[src/rtl/alu_ctrl_pkg.sv]
`default_nettype none
// ============================================================================
// Module      : alu_ctrl_pkg
// Description : Shared encodings for the ALU-control stage. It holds the
//               ALUOp codes from the main control unit, the R-type funct
//               codes, the ALU operation codes and the MDU sequencer states.
// Revision    : 1.0 - initial release
// ============================================================================
package alu_ctrl_pkg;

    // ALUOp codes issued by the main control unit
    localparam logic [3:0] ALUOP_ADDI = 4'b0000;
    localparam logic [3:0] ALUOP_ORI  = 4'b0001;
    localparam logic [3:0] ALUOP_ANDI = 4'b0010;
    localparam logic [3:0] ALUOP_LUI  = 4'b0011;
    localparam logic [3:0] ALUOP_LW   = 4'b0100;
    localparam logic [3:0] ALUOP_SW   = 4'b0101;
    localparam logic [3:0] ALUOP_BEQ  = 4'b0110;
    localparam logic [3:0] R_TYPE     = 4'b0111;
    localparam logic [3:0] ALUOP_BNE  = 4'b1000;
    localparam logic [3:0] ALUOP_J    = 4'b1001;

    // R-type funct codes
    localparam logic [5:0] FUNCT_SLL  = 6'b000000;
    localparam logic [5:0] FUNCT_SRL  = 6'b000010;
    localparam logic [5:0] FUNCT_JR   = 6'b001000;
    localparam logic [5:0] FUNCT_MULT = 6'b011000;
    localparam logic [5:0] FUNCT_DIV  = 6'b011010;
    localparam logic [5:0] FUNCT_ADD  = 6'b100000;
    localparam logic [5:0] FUNCT_SUB  = 6'b100010;
    localparam logic [5:0] FUNCT_AND  = 6'b100100;
    localparam logic [5:0] FUNCT_OR   = 6'b100101;
    localparam logic [5:0] FUNCT_NOR  = 6'b100111;

    // ALU operation codes
    localparam logic [3:0] OP_ADD  = 4'b0000;
    localparam logic [3:0] OP_AND  = 4'b0001;
    localparam logic [3:0] OP_OR   = 4'b0010;
    localparam logic [3:0] OP_NOR  = 4'b0011;
    localparam logic [3:0] OP_SLL  = 4'b0100;
    localparam logic [3:0] OP_SRL  = 4'b0101;
    localparam logic [3:0] OP_LUI  = 4'b0110;
    localparam logic [3:0] OP_SUB  = 4'b0111;
    localparam logic [3:0] OP_JMP  = 4'b1001;
    // Loads/stores share the NOP encoding: the ALU idles while the memory
    // stage computes the address.
    localparam logic [3:0] OP_MEM  = 4'b1010;
    localparam logic [3:0] NOP_OP  = 4'b1010;
    localparam logic [3:0] OP_MULT = 4'b1011;
    localparam logic [3:0] OP_DIV  = 4'b1100;

    // MDU sequencer states
    typedef enum logic [0:0] {
        ST_IDLE = 1'b0,
        ST_BUSY = 1'b1
    } mdu_state_t;

endpackage
`default_nettype wire

[src/rtl/alu_control_pipe_if.sv]
`default_nettype none
// ============================================================================
// Module      : alu_control_pipe_if
// Description : Groups the ID-side request and EX-side result signals of the
//               ALU-control stage.
//               master : drives in_valid, alu_op, alu_function, stall_in and
//                        flush. It observes the stage outputs.
//               slave  : the stage itself.
// Revision    : 1.0 - initial release
// ============================================================================
interface alu_control_pipe_if #(
    parameter int ALUOP_WIDTH = 4,
    parameter int FUNCT_WIDTH = 6,
    parameter int OPER_WIDTH  = 4
);
    logic                   in_valid;
    logic [ALUOP_WIDTH-1:0] alu_op;
    logic [FUNCT_WIDTH-1:0] alu_function;
    logic                   stall_in;
    logic                   flush;
    logic [OPER_WIDTH-1:0]  alu_operation;
    logic                   out_valid;
    logic                   jr_redirect;
    logic                   mdu_start;
    logic                   mdu_done;
    logic                   stall_out;

    modport master (
        output in_valid, alu_op, alu_function, stall_in, flush,
        input  alu_operation, out_valid, jr_redirect, mdu_start, mdu_done,
               stall_out
    );

    modport slave (
        input  in_valid, alu_op, alu_function, stall_in, flush,
        output alu_operation, out_valid, jr_redirect, mdu_start, mdu_done,
               stall_out
    );
endinterface
`default_nettype wire

[src/rtl/alu_ctrl_decode.sv]
`default_nettype none
// ============================================================================
// Module      : alu_ctrl_decode
// Description : Purely combinational ALU-control decode. It is shared with the
//               single-cycle datapath.
//   i_alu_op       : ALUOp from the main control unit
//   i_alu_function : instruction funct field (used only for R-type)
//   i_in_valid     : qualifies o_is_jr / o_is_mdu
//   o_op           : ALU operation code (NOP_OP for unknown encodings)
//   o_is_jr        : valid JR instruction
//   o_is_mdu       : valid MULT or DIV instruction
// Revision    : 1.0 - initial release
// ============================================================================
module alu_ctrl_decode
    import alu_ctrl_pkg::*;
#(
    parameter int ALUOP_WIDTH = 4,
    parameter int FUNCT_WIDTH = 6,
    parameter int OPER_WIDTH  = 4
) (
    input  wire logic [ALUOP_WIDTH-1:0] i_alu_op,
    input  wire logic [FUNCT_WIDTH-1:0] i_alu_function,
    input  wire logic                   i_in_valid,
    output logic      [OPER_WIDTH-1:0]  o_op,
    output logic                        o_is_jr,
    output logic                        o_is_mdu
);

    logic w_jr;
    logic w_mdu;

    always_comb begin
        o_op  = OPER_WIDTH'(NOP_OP);
        w_jr  = 1'b0;
        w_mdu = 1'b0;
        case (i_alu_op)
            ALUOP_WIDTH'(R_TYPE): begin
                case (i_alu_function)
                    FUNCT_WIDTH'(FUNCT_ADD):  o_op = OPER_WIDTH'(OP_ADD);
                    FUNCT_WIDTH'(FUNCT_AND):  o_op = OPER_WIDTH'(OP_AND);
                    FUNCT_WIDTH'(FUNCT_OR):   o_op = OPER_WIDTH'(OP_OR);
                    FUNCT_WIDTH'(FUNCT_NOR):  o_op = OPER_WIDTH'(OP_NOR);
                    FUNCT_WIDTH'(FUNCT_SLL):  o_op = OPER_WIDTH'(OP_SLL);
                    FUNCT_WIDTH'(FUNCT_SRL):  o_op = OPER_WIDTH'(OP_SRL);
                    FUNCT_WIDTH'(FUNCT_SUB):  o_op = OPER_WIDTH'(OP_SUB);
                    FUNCT_WIDTH'(FUNCT_JR): begin
                        o_op = OPER_WIDTH'(OP_JMP);
                        w_jr = 1'b1;
                    end
                    FUNCT_WIDTH'(FUNCT_MULT): begin
                        o_op  = OPER_WIDTH'(OP_MULT);
                        w_mdu = 1'b1;
                    end
                    FUNCT_WIDTH'(FUNCT_DIV): begin
                        o_op  = OPER_WIDTH'(OP_DIV);
                        w_mdu = 1'b1;
                    end
                    default: o_op = OPER_WIDTH'(NOP_OP);
                endcase
            end
            ALUOP_WIDTH'(ALUOP_ADDI): o_op = OPER_WIDTH'(OP_ADD);
            ALUOP_WIDTH'(ALUOP_ANDI): o_op = OPER_WIDTH'(OP_AND);
            ALUOP_WIDTH'(ALUOP_ORI):  o_op = OPER_WIDTH'(OP_OR);
            ALUOP_WIDTH'(ALUOP_LUI):  o_op = OPER_WIDTH'(OP_LUI);
            ALUOP_WIDTH'(ALUOP_LW):   o_op = OPER_WIDTH'(OP_MEM);
            ALUOP_WIDTH'(ALUOP_SW):   o_op = OPER_WIDTH'(OP_MEM);
            ALUOP_WIDTH'(ALUOP_BEQ):  o_op = OPER_WIDTH'(OP_SUB);
            ALUOP_WIDTH'(ALUOP_BNE):  o_op = OPER_WIDTH'(OP_SUB);
            ALUOP_WIDTH'(ALUOP_J):    o_op = OPER_WIDTH'(OP_JMP);
            default:                  o_op = OPER_WIDTH'(NOP_OP);
        endcase
    end

    assign o_is_jr  = i_in_valid & w_jr;
    assign o_is_mdu = i_in_valid & w_mdu;

endmodule
`default_nettype wire

[src/rtl/alu_control_pipe.sv]
`default_nettype none
// ============================================================================
// Module      : alu_control_pipe
// Description : Registered ALU-control stage at the ID/EX boundary. It has
//               stall and flush support and a MULT/DIV busy sequencer that
//               back-pressures IF/ID until the MDU result is due.
//   clk   : system clock, rising edge
//   reset : asynchronous, active-low reset
//   bus   : request (in_valid, alu_op, alu_function, stall_in, flush) and
//           result (alu_operation, out_valid, jr_redirect, mdu_start,
//           mdu_done, stall_out) signals
// Revision    : 1.0 - initial release
// ============================================================================
module alu_control_pipe
    import alu_ctrl_pkg::*;
#(
    parameter int ALUOP_WIDTH = 4,
    parameter int FUNCT_WIDTH = 6,
    parameter int OPER_WIDTH  = 4,
    parameter int MULT_CYCLES = 4,
    parameter int DIV_CYCLES  = 32
) (
    input  wire logic         clk,
    input  wire logic         reset,
    alu_control_pipe_if.slave bus
);

    localparam int MAX_CYCLES = (MULT_CYCLES > DIV_CYCLES) ? MULT_CYCLES : DIV_CYCLES;
    localparam int CNT_W      = $clog2(MAX_CYCLES);

    generate
        if (MULT_CYCLES < 2) begin : g_bad_mult_cycles
            $error("alu_control_pipe: MULT_CYCLES must be >= 2");
        end
        if (DIV_CYCLES < 2) begin : g_bad_div_cycles
            $error("alu_control_pipe: DIV_CYCLES must be >= 2");
        end
    endgenerate

    logic [OPER_WIDTH-1:0] w_op;
    logic                  w_is_jr;
    logic                  w_is_mdu;

    alu_ctrl_decode #(
        .ALUOP_WIDTH (ALUOP_WIDTH),
        .FUNCT_WIDTH (FUNCT_WIDTH),
        .OPER_WIDTH  (OPER_WIDTH)
    ) u_decode (
        .i_alu_op       (bus.alu_op),
        .i_alu_function (bus.alu_function),
        .i_in_valid     (bus.in_valid),
        .o_op           (w_op),
        .o_is_jr        (w_is_jr),
        .o_is_mdu       (w_is_mdu)
    );

    mdu_state_t            r_state;
    mdu_state_t            w_next_state;
    logic [CNT_W-1:0]      r_count;
    logic [CNT_W-1:0]      w_next_count;
    logic [OPER_WIDTH-1:0] r_alu_operation;
    logic                  r_out_valid;
    logic                  r_jr_redirect;
    logic                  r_mdu_start;
    logic                  w_stall_out;
    logic                  w_mdu_done;
    logic                  w_load;

    assign w_mdu_done  = (r_state == ST_BUSY) && (r_count == '0);
    assign w_stall_out = (r_state == ST_BUSY) && (r_count != '0);
    assign w_load      = !(bus.stall_in || w_stall_out);

    // Sequencer next state. A new MDU op can only load when the stage is not
    // back-pressured, i.e. in IDLE or in the final (done) busy cycle. That
    // gives back-to-back MDU ops without a gap cycle.
    always_comb begin
        w_next_state = r_state;
        w_next_count = r_count;
        if (bus.flush) begin
            w_next_state = ST_IDLE;
            w_next_count = '0;
        end else if (w_load && w_is_mdu) begin
            w_next_state = ST_BUSY;
            w_next_count = (w_op == OPER_WIDTH'(OP_DIV)) ? CNT_W'(DIV_CYCLES - 1)
                                                          : CNT_W'(MULT_CYCLES - 1);
        end else if (r_state == ST_BUSY) begin
            // The countdown ignores stall_in: the MDU runs regardless.
            if (r_count == '0) begin
                w_next_state = ST_IDLE;
            end else begin
                w_next_count = r_count - 1'b1;
            end
        end
    end

    always_ff @(posedge clk or negedge reset) begin
        if (!reset) begin
            r_state <= ST_IDLE;
            r_count <= '0;
        end else begin
            r_state <= w_next_state;
            r_count <= w_next_count;
        end
    end

    always_ff @(posedge clk or negedge reset) begin
        if (!reset) begin
            r_alu_operation <= OPER_WIDTH'(NOP_OP);
            r_out_valid     <= 1'b0;
            r_jr_redirect   <= 1'b0;
            r_mdu_start     <= 1'b0;
        end else if (bus.flush) begin
            r_alu_operation <= OPER_WIDTH'(NOP_OP);
            r_out_valid     <= 1'b0;
            r_jr_redirect   <= 1'b0;
            r_mdu_start     <= 1'b0;
        end else if (!w_load) begin
            // The pulses drop while held, so a stalled JR/MDU op never
            // re-fires.
            r_jr_redirect <= 1'b0;
            r_mdu_start   <= 1'b0;
        end else begin
            r_alu_operation <= w_op;
            r_out_valid     <= bus.in_valid;
            r_jr_redirect   <= w_is_jr;
            r_mdu_start     <= w_is_mdu;
        end
    end

    assign bus.alu_operation = r_alu_operation;
    assign bus.out_valid     = r_out_valid;
    assign bus.jr_redirect   = r_jr_redirect;
    assign bus.mdu_start     = r_mdu_start;
    assign bus.mdu_done      = w_mdu_done;
    assign bus.stall_out     = w_stall_out;

endmodule
`default_nettype wire

[src/flat_wrapper.sv]
// flat-port wrapper written by rule: the top's interface ports become plain ports
module alu_control_pipe_flat import alu_ctrl_pkg::*;
#(
    parameter int ALUOP_WIDTH = 4,
    parameter int FUNCT_WIDTH = 6,
    parameter int OPER_WIDTH  = 4,
    parameter int MULT_CYCLES = 4,
    parameter int DIV_CYCLES  = 32
)
  (clk, reset, bus_in_valid, bus_alu_op, bus_alu_function, bus_stall_in, bus_flush, bus_alu_operation, bus_out_valid, bus_jr_redirect, bus_mdu_start, bus_mdu_done, bus_stall_out);
  alu_control_pipe_if #(.ALUOP_WIDTH(ALUOP_WIDTH), .FUNCT_WIDTH(FUNCT_WIDTH), .OPER_WIDTH(OPER_WIDTH)) bus_i ();
  input  wire logic clk;
  input  wire logic reset;
  input wire logic [$bits(bus_i.in_valid)-1:0] bus_in_valid;
  input wire logic [$bits(bus_i.alu_op)-1:0] bus_alu_op;
  input wire logic [$bits(bus_i.alu_function)-1:0] bus_alu_function;
  input wire logic [$bits(bus_i.stall_in)-1:0] bus_stall_in;
  input wire logic [$bits(bus_i.flush)-1:0] bus_flush;
  output wire logic [$bits(bus_i.alu_operation)-1:0] bus_alu_operation;
  output wire logic [$bits(bus_i.out_valid)-1:0] bus_out_valid;
  output wire logic [$bits(bus_i.jr_redirect)-1:0] bus_jr_redirect;
  output wire logic [$bits(bus_i.mdu_start)-1:0] bus_mdu_start;
  output wire logic [$bits(bus_i.mdu_done)-1:0] bus_mdu_done;
  output wire logic [$bits(bus_i.stall_out)-1:0] bus_stall_out;
  assign bus_i.in_valid = bus_in_valid;
  assign bus_i.alu_op = bus_alu_op;
  assign bus_i.alu_function = bus_alu_function;
  assign bus_i.stall_in = bus_stall_in;
  assign bus_i.flush = bus_flush;
  assign bus_alu_operation = bus_i.alu_operation;
  assign bus_out_valid = bus_i.out_valid;
  assign bus_jr_redirect = bus_i.jr_redirect;
  assign bus_mdu_start = bus_i.mdu_start;
  assign bus_mdu_done = bus_i.mdu_done;
  assign bus_stall_out = bus_i.stall_out;
  alu_control_pipe #(.ALUOP_WIDTH(ALUOP_WIDTH), .FUNCT_WIDTH(FUNCT_WIDTH), .OPER_WIDTH(OPER_WIDTH), .MULT_CYCLES(MULT_CYCLES), .DIV_CYCLES(DIV_CYCLES)) u_core (.clk(clk), .reset(reset), .bus(bus_i));
endmodule
[config.mk]
export PLATFORM = sky130hd
export DESIGN_NAME = alu_control_pipe_flat
export DESIGN_NICKNAME = d
export VERILOG_FILES = /design/src/rtl/alu_ctrl_pkg.sv /design/src/rtl/alu_control_pipe_if.sv /design/src/rtl/alu_ctrl_decode.sv /design/src/rtl/alu_control_pipe.sv /design/src/flat_wrapper.sv
export SDC_FILE = /design/constraint.sdc
export NUM_CORES = 1
export LEC_CHECK = 0
export ABC_CLOCK_PERIOD_IN_PS = 5000
export CAP_MARGIN = 20
export CORE_MARGIN = 1.5
export CORE_UTILIZATION = 40
export CTS_BUF_LIST = sky130_fd_sc_hd__clkbuf_2 sky130_fd_sc_hd__clkbuf_4 sky130_fd_sc_hd__clkbuf_8
export DETAILED_ROUTE_END_ITERATION = 6
export GPL_TIMING_DRIVEN = 1
export MAX_ROUTING_LAYER = met4
export PLACE_DENSITY = 0.68
export SYNTH_ARGS = -nofsm -noshare
export SYNTH_HDL_FRONTEND = slang
export SYNTH_SLANG_ARGS = --single-unit
[constraint.sdc]
create_clock -name clk -period 5 [get_ports clk]
set_input_delay 1 -clock clk [delete_from_list [all_inputs] [get_ports clk]]
set_output_delay 1 -clock clk [all_outputs]
set_load 0.02 [all_outputs]
# Word level (Yosys, flattened, before mapping)
# Index checks and enable logic that the tools add are counted.
# W data, S select, Z words.
word_totals:
  regBits: 13
  inputBits: 15
  word_cells: 64
op_classes:
  n_addsub: 1
  n_eq_ne: 19
  mux: 23
  bitwise_logic: 2
  n_reduce_logical: 13
op_table:
  columns: ["op", "count"]
  rows:
  - ["$pmux W4 S10", 1]
  - ["$eq A6 B6 Y1 const B", 5]
  - ["$pmux W4 S7", 1]
  - ["$mux W5", 5]
  - ["$mux W1", 14]
  - ["$eq A4 B4 Y1 const B", 3]
  - ["$eq A6 B5 Y1 const B", 2]
  - ["$eq A4 B2 Y1 const B", 2]
  - ["$eq A4 B3 Y1 const B", 2]
  - ["$mux W4", 2]
  - ["$eq A6 B2 Y1 const B", 1]
  - ["$eq A6 B4 Y1 const B", 1]
  - ["$logic_not A6 Y1", 1]
  - ["$logic_not A5 Y1", 1]
  - ["$reduce_bool A5 Y1", 1]
  - ["$sub A5 B1 Y5 const B", 1]
  - ["$eq A4 B1 Y1 const B", 1]
  - ["$logic_not A4 Y1", 1]
  - ["$reduce_or A2 Y1", 2]
  - ["$logic_and A1 B1 Y1", 3]
  - ["$ne A3 B2 Y1 const B", 1]
  - ["$reduce_bool A3 Y1", 1]
  - ["$and A1 B1 Y1", 2]
  - ["$ne A2 B2 Y1 const B", 1]
  - ["3 further kinds", 3]

# Logic depth before layout (Yosys ltp)
# Gate-level depths: netlist of run 1.
logic_depth:
  word_depth: 8
  ltp_mapped: 6

# Cells and area by module
# Synthesis of run 1 repeated with hierarchy kept, for this count alone.
hier_totals:
  cells_unflattened: 99
  area_unflattened_um2: 880.8
by_module_without_submodules:
  columns: ["module", "n_inst", "cells_per_inst", "area_each_um2"]
  rows:
  - ["alu_control_pipe", 1, 60, 628.1]
  - ["alu_ctrl_decode", 1, 39, 252.7]

# Least setup slack after synthesis of run 1
# Ideal clock, no wire load.
synth_timing:
  path_type: "reg2out"
  from: "reg u_core.r_count[0]"
  to: "out bus_stall_out"
  t_arrival_ps: 1273
  required_time_ps: 4000
  setup_slack_ps: 2727
  stages_incl_launch_ff: 5
  path_buffers: 0
  cell_sequence: "dfrtp_1 > inv_1 > ha_1 > nor4b_1 > nor2_1"
synth_via:
  elab_chain_cells: 2
synth_lines:
  columns: ["element", "line_no", "rtl"]
  rows:
  - ["start, declared", "alu_control_pipe.sv:59", "logic [CNT_W-1:0] r_count;"]
  - ["start signal, assigned", "alu_control_pipe.sv:102", "r_count <= w_next_count;"]
  - ["$reduce_bool A5 Y1", "alu_control_pipe.sv:70", "assign w_stall_out = (r_state == ST_BUSY) && (r_count != '0);"]
  - ["$logic_and A1 B1 Y1", "alu_control_pipe.sv:70", null]
  - ["end, declared", "flat_wrapper.sv:24", "output wire logic [$bits(bus_i.stall_out)-1:0] bus_stall_out;"]
# Every way passes these cells.

# Final worst setup path of run 1
# Ends and elaborated chain as after synthesis.

==> flow_summary.toml, run 1 <==
[worst_setup_path]
cp_max_fo = 8
critical_path_required_ns = 4.00
worstSetupPathType = "reg2out"
cp-end-kind = "output port"
rrSetupSlack_ns = 3.01
cpMaxStageDelayCell = "clkdlybuf4s50_1"
start_kind = "register"
cp_slowest_stage_delay_ns = 0.69
arrival_ns = 2.20
path_cells = "inv_1, ha_1, nor4b_1, nor2_1, clkdlybuf4s50_1"

[synthesis]
yosys.cell_types.count = 42
syn_avg_cell_area_um2 = 8.60
netlist_area_um2 = 903
synth_fp_nets = 121
synth_edf_count = 0
yosys_warnings = 0
ys_ff_latch = 13
synth_seq_area_share_pct = 36.3
async_flop_share_pct = 100
synth_cells = 105
ys.flop_type = "dfrtp_1"

[clock_network]
cts_sinks = 13
clk_pin_slew_ns = 0.08
cts_max_level = 1
clk_latency_ns = 0.27
cts_resized = 0
cts-root-buf = "clkbuf_4"
clockBufferDepth = 2
cts_tree = "yes"
postCtsHoldBufs = 0
numCtsBuffers = 3
cts_setup_buffers = 0

[detailed_routing]
drt_iter0_markers = 40
ant_nets = 0
vias_per_cell = 5.63
num_vias = 872
first_pass_iters = 4
post_drt_wl_per_cell_um = 13.3
drc = 0
wl_um = 2070

[floorplanning]
die_h_um = 50.5
ios = 24
core_mm2 = 0.00217
die_x_um = 50.5
floorplan.initialDensity_pct = 41.6
die_area_mm2 = 0.00255
placementRows = 17

[placed_design]
place_hpwl_um = 1630
dpl_cell_area_mm2 = 0.00115
portBuffers = 23
place.gp.congestion = 0.889
placed_cells = 151
dp_slack_ns = 2.12

[grt]
grt_max_degree = 15
grt-ovfl-total = 0
track_usage_pct = 18.7
antenna_found_initial = 0
grt_pass1_vias = 800
grt_pass1_wl_um = 3530

[timing]
slew_headroom_pct = 53.4
maxClockFrequency_mhz = 313
hold_violations = 0
fin_skew_ns = 0.00631
worst-slew-pin-transition_ns = 0.698
rsz0062_at_grt = "no"
min_period_ns = 3.20
whs_ns = 0.533
setup_violations = 0
maxSlewViolCount = 0
layout_setup_ws_ns = 1.80
fin_tns_setup_ns = 0
fin_crit_sh_pct = 64.0

[pwr]
ir_worst_vdd_mv = 0.0999
powerDensity_mw_per_mm2 = 193
swShare_pct = 26.2
pwr-share-clk_pct = 30.7
leakagePower_nw = 0.455
p_comb_share_pct = 21.0
p_sw_mw = 0.0596
p_int_mw = 0.167
power_frac_seq_pct = 48.3
p_total_mw = 0.227

[cells_and_area]
fin_area_mm2 = 0.00118
multiInputGateArea_um2 = 528
final_common_cell = "clkdlybuf4s50_1"
drive_above_1_share_pct = 8.66
fill_cells = 215
nNetsFinal = 144
regArea_um2 = 328
post-route-util_pct = 54.3
areaGrowthSynthToFinish_pct = 30.3
antennaDiodeCount = 0
layoutNonFillerInstCount = 155
final_cell_mix = "clkdlybuf4s50_1, nor2_1, dfrtp_1"

[status]
status = "finished clean"

[flow_run]
cap_violations = 0

[min_path]
hold_path_class = "reg2reg"
==> cells by family after synthesis <==
logic type,count (synthesis),share of synthesized area [%]
adder cells (fa/ha/maj),1,1.38
flip-flops,13,36.3
AND/OR/NAND/NOR,51,33.1
buffers and inverters,12,5.26
AO/OA/AOI/OAI,28,24.0
==> worst paths after layout <==
kind                              startpoint  depth (start not counted)                          end
setup / recovery           u_core.r_count[0]                          5                bus_stall_out
hold / removal             u_core.r_count[0]                          1            u_core.r_count[0]
setup reg to reg           u_core.r_count[0]                          6  u_core.bus.alu_operation[1]
hold reg to reg            u_core.r_count[0]                          1            u_core.r_count[0]
max in group asynchronous              reset                          1         u_core.bus.mdu_start
min in group asynchronous              reset                          1            u_core.r_count[4]
==> cell usage after synthesis, types with 2 or more instances <==
cell type / instances / area, um2
nand3_1: 4 / 20.0
or3_1: 2 / 12.5
nor2_1: 15 / 56.3
buf_2: 2 / 10.0
nand2b_1: 4 / 25.0
or2_2: 2 / 12.5
nor3_1: 7 / 35.0
clkbuf_1: 3 / 11.3
dfrtp_1: 11 / 275
a211oi_1: 3 / 22.5
o31ai_1: 2 / 15.0
a21oi_1: 4 / 20.0
a31oi_1: 4 / 25.0
inv_1: 7 / 26.3
dfstp_2: 2 / 52.6
nand2_1: 2 / 7.51
nor2b_1: 3 / 18.8
a311oi_1: 2 / 17.5
nand4_1: 3 / 18.8
==> power groups by stage <==
stage                     Combinational [mW]  Sequential (mW)  Clock [mW]
after floorplan                       0.0196            0.115           0
after global placement                0.0471            0.112           0
after detailed placement              0.0479            0.112           0
after CTS                             0.0481            0.110      0.0729
after global routing                  0.0524            0.110      0.0769
final                                 0.0477            0.110      0.0698
==> routing by layer <==
layer,wire length [um],share of wire [%],GRT usage [%]
met1,1020,49,24.7
met2,955,46,29.2
met3,72,3.5,1.79
met4,19,0.92,8.11
met5,0,0,-
==> state kept, by name, indices dropped and copies added, names as in the netlist <==
name                      flops
u_core.bus.out_valid          1
u_core.bus.jr_redirect        1
u_core.r_count                5
u_core.bus.mdu_start          1
u_core.r_state                1
u_core.bus.alu_operation      4
==> worst max-delay path, delay by kind of cell, from the launching register on <==
kind	cells	cell delay (ns)
adders and majority gates	1	0.24
and+or+nand+nor	2	0.53
buffers and inverters	2	0.75
DFF	1	0.40
==> area by class of cell <==
| class | instances | area share (%) |
|---|---|---|
| Clock buffer | 4 | 2.55 |
| Inverter | 7 | 2.23 |
| Multi-Input combinational cell | 80 | 44.8 |
| Sequential cell | 13 | 27.8 |
| Tap cell | 28 | 2.98 |
| Timing Repair Buffer | 23 | 19.6 |
(Power assumes the default switching activity.)
==> run 2: changes to the inputs <==
--- a/config.mk
+++ b/config.mk
@@ -5,7 +5,7 @@
 export SDC_FILE = /design/constraint.sdc
 export NUM_CORES = 1
 export LEC_CHECK = 0
-export ABC_CLOCK_PERIOD_IN_PS = 5000
+export ABC_CLOCK_PERIOD_IN_PS = 2550
 export CAP_MARGIN = 20
 export CORE_MARGIN = 1.5
 export CORE_UTILIZATION = 40
@@ -13,7 +13,7 @@
 export DETAILED_ROUTE_END_ITERATION = 6
 export GPL_TIMING_DRIVEN = 1
 export MAX_ROUTING_LAYER = met4
-export PLACE_DENSITY = 0.68
+export PLACE_DENSITY = 0.71
 export SYNTH_ARGS = -nofsm -noshare
 export SYNTH_HDL_FRONTEND = slang
 export SYNTH_SLANG_ARGS = --single-unit
==> constraint.sdc (replaced) <==
create_clock -name clk -period 2.55 [get_ports clk]
set_input_delay 0.51 -clock clk [delete_from_list [all_inputs] [get_ports clk]]
set_output_delay 0.51 -clock clk [all_outputs]
set_load 0.02 [all_outputs]
==> run 2 against run 1 <==
Compared with the run above:
- global-route usage grew 0.84 points
- worst hold slack improved by 0.0044 ns
- sequential share of layout area shrank 0.69 points
- highest routed layer unchanged
==> flow_summary.toml, run 2 (synthesis results as in run 1) <==
[timing]
setup_violations = 0
fin_skew_ns = 0.00232
rsz0062_at_grt = "no"
hold_violations = 0
maxClockFrequency_mhz = 416
fin_crit_sh_pct = 94.3
fin_tns_setup_ns = 0
slew_headroom_pct = 59.0
min_period_ns = 2.41
maxSlewViolCount = 0
worst-slew-pin-transition_ns = 0.613

[cells_and_area]
largest-register = "u_core.r_count"
layoutNonFillerInstCount = 157
final_common_cell = "clkdlybuf4s50_1"
fin_area_mm2 = 0.00121
antennaDiodeCount = 0
nNetsFinal = 146
largest_reg_flops = 5
regArea_um2 = 328
post-route-util_pct = 55.7
drive_above_1_share_pct = 10.9
fill_cells = 215
final_cell_mix = "clkdlybuf4s50_1, nor2_1, dfrtp_1"
areaGrowthSynthToFinish_pct = 33.7
multiInputGateArea_um2 = 543

[clock_network]
cts_setup_buffers = 0
clk_latency_ns = 0.27
postCtsHoldBufs = 0
cts-root-buf = "clkbuf_4"
clk_pin_slew_ns = 0.08
cts_tree = "yes"
clockBufferDepth = 2
numCtsBuffers = 3
cts_sinks = 13
cts_max_level = 1

[pwr]
powerDensity_mw_per_mm2 = 373
leakagePower_nw = 0.482
p_sw_mw = 0.121
p_total_mw = 0.451
power_frac_seq_pct = 47.7
p_comb_share_pct = 21.0
pwr-share-clk_pct = 31.3
ir_worst_vdd_mv = 0.181
p_int_mw = 0.329
swShare_pct = 27.0

[placed_design]
portBuffers = 23
placed_cells = 153
place_hpwl_um = 1680
dpl_cell_area_mm2 = 0.00116
place.gp.congestion = 0.873

[detailed_routing]
drt_iter0_markers = 15
num_vias = 898
post_drt_wl_per_cell_um = 14.0
first_pass_iters = 4
wl_um = 2200
ant_nets = 0
vias_per_cell = 5.72
drc = 0

[worst_setup_path]
cp_max_fo = 5
cp-end-kind = "output port"
rrSetupSlack_ns = 0.54
r2r_end = "u_core.bus.alu_operation[1]"
path_cells = "inv_1, ha_1, nor4b_4, nor2_1, clkdlybuf4s50_1"
critical_path_required_ns = 2.04
start_kind = "register"
arrival_ns = 1.90
r2r_start = "u_core.r_count[0]"
cpMaxStageDelayCell = "clkdlybuf4s50_1"
cp_slowest_stage_delay_ns = 0.54
reg2reg_depth = 6
worstSetupPathType = "reg2out"

[min_path]
holdPathStages = 1
worstHoldStart = "u_core.r_count[0]"
hold_path_end = "u_core.r_count[0]"
hold_path_class = "reg2reg"

[floorplanning]
placementRows = 17
die_x_um = 50.5
floorplan.initialDensity_pct = 41.6
die_h_um = 50.5
ios = 24
die_area_mm2 = 0.00255
core_mm2 = 0.00217

[grt]
antenna_found_initial = 0
grt_max_degree = 15
grt_pass1_vias = 814
grt-ovfl-total = 0
grt_pass1_wl_um = 3680
track_usage_pct = 19.5

[status]
status = "finished clean"

[flow_run]
cap_violations = 0
-- run 2: cell types whose count changed in the layout (fill, tap and decap cells not counted), sizes merged --
cell / previous run / this run
buf: 0 / 2
-- run 2: area by class of cell --
type                    instances  share of cell area (%)
clock buffers                   4                    2.49
well taps                      28                    2.90
multi-input cells              80                    45.0
repair buffers                 25                    20.3
inverters                       7                    2.18
flip-flops and latches         13                    27.2
-- run 2: timing repair --
action                     in CTS  in global routing
resized for setup               1                  1
setup endpoints to repair       1                  1
hold endpoints to repair        0                  0
-- run 2: through the flow --
stage          setup slack, ns  hold slack (ns)
5_1_grt                 0.0390            0.569
6_report                 0.145            0.538
3_3_place_gp             0.224            0.492
3_5_place_dp             0.207            0.519
4_1_cts                  0.109            0.535
2_1_floorplan            0.742            0.214
-- run 2: worst max-delay path, delay by kind of cell, from the launching register on --
| kind | cells | cell delay, ns |
|---|---|---|
| buffers and inverters | 2 | 0.61 |
| DFF | 1 | 0.42 |
| and+or+nand+nor | 2 | 0.36 |
| adders and majority gates | 1 | 0.24 |
-- run 2: power by group through the flow --
| stage | clock network (mW) | logic, mW | registers (mW) |
|---|---|---|---|
| 6_report | 0.141 | 0.0947 | 0.215 |
| 5_1_grt | 0.154 | 0.104 | 0.216 |
| 4_1_cts | 0.145 | 0.0952 | 0.215 |
| 3_5_place_dp | 0 | 0.0950 | 0.219 |
| 3_3_place_gp | 0 | 0.0933 | 0.219 |
| 2_1_floorplan | 0 | 0.0385 | 0.225 |
-- run 2: worst max path at each step --
stage / start / endpoint / depth (start not counted)
floorplan: u_core.r_count[0] / u_core.bus.alu_operation[1] / 6
detailed placement: bus_alu_function[2] / u_core.r_count[2] / 5
global placement: bus_alu_function[2] / u_core.r_count[2] / 5
global route: u_core.r_count[0] / bus_stall_out / 5
finish: u_core.r_count[0] / bus_stall_out / 5
CTS: u_core.r_count[0] / bus_stall_out / 5
-- run 2: routing by layer --
metal | global-route usage (%) | vias to the layer above | wire, um
met1 | 25.8 | 428 | 1090
met4 | 8.11 | 0 | 15
li1 | - | 443 | -
met2 | 29.4 | 25 | 1000
met3 | 3.57 | 2 | 89
met5 | - | - | 0
